`src/rtl/vfu_wb_arbiter.sv`:
```
// Per-lane VRF write-port arbiter: round-robin between the vector ALU and the
// MFPU, with a single-entry registered output stage toward the VRF.
module vfu_wb_arbiter #(
  parameter int unsigned NrVInsn   = 8,
  parameter int unsigned DataWidth = 64,
  parameter int unsigned AddrWidth = 10,
  localparam int unsigned VidW     = $clog2(NrVInsn),
  localparam int unsigned StrbW    = DataWidth / 8
) (
  input  logic                 clk_i,
  input  logic                 rst_i,
  input  logic                 alu_req_i,
  input  logic [VidW-1:0]      alu_id_i,
  input  logic [AddrWidth-1:0] alu_addr_i,
  input  logic [DataWidth-1:0] alu_wdata_i,
  input  logic [StrbW-1:0]     alu_be_i,
  output logic                 alu_gnt_o,
  input  logic                 mfpu_req_i,
  input  logic [VidW-1:0]      mfpu_id_i,
  input  logic [AddrWidth-1:0] mfpu_addr_i,
  input  logic [DataWidth-1:0] mfpu_wdata_i,
  input  logic [StrbW-1:0]     mfpu_be_i,
  output logic                 mfpu_gnt_o,
  output logic                 vrf_req_o,
  output logic [VidW-1:0]      vrf_id_o,
  output logic [AddrWidth-1:0] vrf_addr_o,
  output logic [DataWidth-1:0] vrf_wdata_o,
  output logic [StrbW-1:0]     vrf_be_o,
  input  logic                 vrf_gnt_i,
  output logic [NrVInsn-1:0]   wb_pending_o
);

  typedef enum logic {ST_EMPTY = 1'b0, ST_FULL = 1'b1} state_e;
  typedef enum logic {RR_ALU = 1'b0, RR_MFPU = 1'b1} rr_e;

  state_e               state_q, state_d;
  rr_e                  rr_q, rr_d;
  logic [VidW-1:0]      id_q, id_d;
  logic [AddrWidth-1:0] addr_q, addr_d;
  logic [DataWidth-1:0] wdata_q, wdata_d;
  logic [StrbW-1:0]     be_q, be_d;
  logic [NrVInsn-1:0]   wb_pending_q, wb_pending_d;

  logic can_load_s;
  logic alu_gnt_s;
  logic mfpu_gnt_s;

  // Arbitration: on a tie the requester that did not win last time is granted.
  always_comb begin
    can_load_s = 1'b0;
    alu_gnt_s  = 1'b0;
    mfpu_gnt_s = 1'b0;
    case (state_q)
      ST_EMPTY: can_load_s = 1'b1;
      ST_FULL:  can_load_s = vrf_gnt_i;
      default:  can_load_s = 1'b0;
    endcase
    if (!rst_i && can_load_s) begin
      if (alu_req_i && mfpu_req_i) begin
        if (rr_q == RR_ALU) begin
          mfpu_gnt_s = 1'b1;
        end else begin
          alu_gnt_s = 1'b1;
        end
      end else begin
        alu_gnt_s  = alu_req_i;
        mfpu_gnt_s = mfpu_req_i;
      end
    end else begin
      alu_gnt_s  = 1'b0;
      mfpu_gnt_s = 1'b0;
    end
  end

  // Output-stage next state: load on grant, drain on VRF accept, else hold.
  always_comb begin
    state_d      = state_q;
    rr_d         = rr_q;
    id_d         = id_q;
    addr_d       = addr_q;
    wdata_d      = wdata_q;
    be_d         = be_q;
    wb_pending_d = {NrVInsn{1'b0}};
    if (alu_gnt_s) begin
      state_d = ST_FULL;
      rr_d    = RR_ALU;
      id_d    = alu_id_i;
      addr_d  = alu_addr_i;
      wdata_d = alu_wdata_i;
      be_d    = alu_be_i;
    end else if (mfpu_gnt_s) begin
      state_d = ST_FULL;
      rr_d    = RR_MFPU;
      id_d    = mfpu_id_i;
      addr_d  = mfpu_addr_i;
      wdata_d = mfpu_wdata_i;
      be_d    = mfpu_be_i;
    end else if (state_q == ST_FULL && vrf_gnt_i) begin
      state_d = ST_EMPTY;
    end else begin
      state_d = state_q;
    end
    // Hazard vector is precomputed so the lane sequencer sees a flop output.
    if (state_d == ST_FULL) begin
      wb_pending_d[id_d] = 1'b1;
    end else begin
      wb_pending_d = {NrVInsn{1'b0}};
    end
  end

  // State and payload registers with synchronous reset.
  always_ff @(posedge clk_i) begin
    if (rst_i) begin
      state_q      <= ST_EMPTY;
      rr_q         <= RR_ALU;
      id_q         <= {VidW{1'b0}};
      addr_q       <= {AddrWidth{1'b0}};
      wdata_q      <= {DataWidth{1'b0}};
      be_q         <= {StrbW{1'b0}};
      wb_pending_q <= {NrVInsn{1'b0}};
    end else begin
      state_q      <= state_d;
      rr_q         <= rr_d;
      id_q         <= id_d;
      addr_q       <= addr_d;
      wdata_q      <= wdata_d;
      be_q         <= be_d;
      wb_pending_q <= wb_pending_d;
    end
  end

  assign alu_gnt_o    = alu_gnt_s;
  assign mfpu_gnt_o   = mfpu_gnt_s;
  assign vrf_req_o    = (state_q == ST_FULL);
  assign vrf_id_o     = id_q;
  assign vrf_addr_o   = addr_q;
  assign vrf_wdata_o  = wdata_q;
  assign vrf_be_o     = be_q;
  assign wb_pending_o = wb_pending_q;

endmodule

```
`config.mk`:
```
export PLATFORM = sky130hd
export DESIGN_NAME = vfu_wb_arbiter
export DESIGN_NICKNAME = d
export VERILOG_FILES = /design/src/rtl/vfu_wb_arbiter.sv
export SDC_FILE = /design/constraint.sdc
export NUM_CORES = 1
export LEC_CHECK = 0
export CAP_MARGIN = 20
export CELL_PAD_IN_SITES_DETAIL_PLACEMENT = 0
export CELL_PAD_IN_SITES_GLOBAL_PLACEMENT = 2
export CORE_MARGIN = 10
export CORE_UTILIZATION = 17
export CTS_CLUSTER_DIAMETER = 200
export DETAILED_ROUTE_END_ITERATION = 12
export GPL_TIMING_DRIVEN = 0
export PLACE_DENSITY = 0.8
export SETUP_SLACK_MARGIN = 0.1
export SYNTH_ARGS = -nofsm -noshare
export SYNTH_HDL_FRONTEND = slang
export SYNTH_SLANG_ARGS = --single-unit
```
`constraint.sdc`:
```
create_clock -name clk_i -period 2.5 [get_ports clk_i]
set_input_delay 0.375 -clock clk_i [delete_from_list [all_inputs] [get_ports clk_i]]
set_output_delay 0.375 -clock clk_i [all_outputs]
set_load 0.1 [all_outputs]
```
==> results.py <==
metrics = {
    "sta": {
        "max-slew-margin-rel_pct": 28.96,
        "fin_skew_ns": 0.005174,
        "finalCritPeriodShare_pct": 94.08,
        "finalHoldViolations": 0,
        "rsz0062_at_grt": "yes",
        "fin_crit_ns": 2.352,
        "worst_pin_slew_ns": 1.062,
        "finalSetupTns_ns": 0,
        "final-setup-viol-count": 0,
        "fmax_mhz": 425.2,
        "drv_slew": 0,
    },
    "grt": {
        "grt_pass1_wl_um": 26230,
        "grt_pass1_vias": 4295,
        "grtUsageTotal_pct": 12.70,
        "grt_overflow": 0,
        "grt_start_max_net_pins": 16,
        "antenna_found_initial": 0,
    },
    "cts": {
        "tritoncts": "yes",
        "cts_buffers": 9,
        "h-tree-depth": 3,
        "cts-root-buf": "clkbuf_16",
        "cts_buffer_depth": 2,
        "path_clk_slew_ns": 0.07,
        "postCtsHoldBufs": 0,
        "clk-insertion-delay-late_ns": 0.34,
        "clock_sinks": 95,
    },
    "route": {
        "routed_via_density": 4.679,
        "drc": 0,
        "drtAntennaViolNets": 0,
        "wl_um": 17640,
        "dr.pass1.iters": 8,
        "drt_iter0_drc": 500,
        "post_drt_wl_per_cell_um": 20.21,
        "vias": 4085,
    },
    "power": {
        "p_seq_share_pct": 36.4,
        "p_int_mw": 2.934,
        "power_switching_mw": 1.627,
        "clkPwrFrac_pct": 30.8,
        "switching_share_pct": 35.67,
        "ir_drop_mv": 0.3266,
        "cellLeakagePower_nw": 2.475,
        "p_per_area_nw_per_um2": 672.4,
        "pwr-share-comb_pct": 32.8,
    },
    "synth": {
        "synth-compound-area-share_pct": 25.76,
        "synth-warning-count": 0,
        "synth_fa_ha_area_share_pct": 0,
        "synth_xor_area_share_pct": 0,
        "muxShareOfSynthArea_pct": 0,
        "ys_ff_latch": 95,
        "synthDistinctLibCells": 19,
        "synthCells": 321,
        "yosysSeqAreaShare_pct": 55.78,
        "syn_avg_cell_area_um2": 10.62,
        "synth_top_family_by_area": "compound AO/OA/AOI/OAI gates",
        "syn-num-nets": 496,
        "syn_area_um2": 3410,
        "synthSimpleGateAreaFrac_pct": 13.76,
    },
    "die": {
        "num_rows": 51,
        "start_util_pct": 17.40,
        "die_y_um": 161.6,
        "core_um2": 19590,
        "die-area_um2": 26120,
        "io_pins": 271,
        "die_w_um": 161.6,
    },
    "worst_hold_path": {
        "hp-class": "primary input to flip-flop",
    },
    "critical_path": {
        "worst_path_max_delay_cell": "clkdlybuf4s50_1",
        "critPathRequiredTime_ns": 2.12,
        "path_cells": "clkdlybuf4s50_1, nor2b_1, nor4b_4, clkbuf_4, buf_6",
        "start_kind": "primary input",
        "critPathMaxFanout": 10,
        "worstSetupEndpointType": "output port",
        "worstSetupPathType": "primary input to output port",
        "cp.arrival_ns": 1.98,
        "max_stage_delay_ns": 0.48,
    },
    "placement": {
        "dp_hpwl_um": 13770,
        "dp_cells": 855,
        "numPortBuffers": 269,
        "place.gp.congestion": 0.7431,
    },
    "layout": {
        "syn_to_final_growth_pct": 98.94,
        "drive_gt1_share_pct": 7.072,
        "nets": 778,
        "antenna_cells": 0,
        "final_cells": 873,
    },
    "run_status": {
        "outcome": "completed",
    },
    "flow_run": {
        "maxCapViolations": 0,
    },
}
cell usage after synthesis (all sizes together):
cell type	instances	area share, %
a2111oi	1	0.81
a222oi	85	25
and4	1	0.26
and4b	3	0.88
and4bb	2	0.73
buf	13	1.9
clkbuf	24	2.6
dfxtp	95	56
inv	1	0.11
nor2	88	9.7
nor2b	2	0.59
nor3	2	0.29
nor4b	2	0.70
nor4bb	1	0.29
or3	1	0.33
timing repair:
item | 4_1_cts | 5_1_grt
pin swaps | 0 | 2
resized for setup | 17 | 12
endpoints found under the setup margin | 62 | 81
setup buffers | 0 | 2
placed cells by master, fill, tap and decap left out, types with 2 or more instances in the layout:
cell type and n:
clkbuf_16 9, nor3_1 2, and4b_1 3, nor2_1 88, dfxtp_1 94, a222oi_1 85, buf_2 8, clkbuf_2 7
buf_4 2, clkdlybuf4s50_1 267, clkbuf_1 20, and4bb_1 2, clkbuf_8 2, clkinv_2 2, buf_6 3
metal layers:
metal / up-vias / GRT usage (%) / share of wire (%) / routed length, um
met2: 202 / 21.92 / 51 / 8942
li1: 1870 / - / - / -
met5: - / 0 / 0 / 0
met3: 15 / 4.804 / 8.3 / 1458
met1: 1998 / 14.42 / 40 / 7006
met4: 0 / 3.226 / 1.3 / 233
worst max-delay path: cells and delay by family:
kind	cells	cell delay (ns)
buffers and inverters	3	1.04
AND/OR/NAND/NOR	2	0.57
cell families after synthesis:
kind of cell    Yosys count
simple gates            102
flops                    95
compound gates           86
buf+inv                  38
worst paths after layout:
kind | start | end | slack [ns] | cells after the start
min | rst_i | vrf_req_o | 0.38 | 2
max reg2reg | vrf_req_o | wb_pending_o[5] | 0.40 | 4
min reg2reg | vrf_wdata_o[4] | vrf_wdata_o[4] | 0.50 | 2
max | mfpu_req_i | alu_gnt_o | 0.15 | 5
power groups by stage:
stage / Sequential (mW) / Clock, mW / Combinational, mW
after floorplan: 2.36 / 0 / 0.259
after global placement: 1.69 / 0 / 1.48
after detailed placement: 1.69 / 0 / 1.49
after CTS: 1.66 / 1.47 / 1.50
after global routing: 1.67 / 1.53 / 1.57
final: 1.66 / 1.40 / 1.50
flip-flops by register name, summed over array words and instances, names as in the netlist:
name          count
vrf_wdata_o      64
wb_pending_o      8
vrf_req_o         1
vrf_addr_o       10
vrf_be_o          8
rr_q              1
vrf_id_o          3
stage by stage:
step	instance area [um2]	util (%)	hold slack, ns	total power, mW	setup WS (ns)
CTS	6754	34.48	0.3860	4.635	0.04104
global route	6783	34.62	0.4005	4.760	0.05026
detailed placement	6437	32.86	0.4861	3.185	-0.9490
floorplan	3413	-	0.5124	2.617	0.3886
global placement	6437	32.86	0.4801	3.171	-0.9067
finish	6783	34.62	0.3848	4.561	0.1480
layout make-up:
type                            instances  area (um2)
Sequential cell                        95        1903
Clock inverter                          5       56.30
Inverter                                1       3.754
Tap cell                              265       331.6
Buffer                                 37       178.9
Multi-Input combinational cell        188        1356
Clock buffer                           11       242.7
Timing Repair Buffer                  271        2710
Fill cell                            2012       12810
Note: power is estimated with default switching activity, not from simulation.
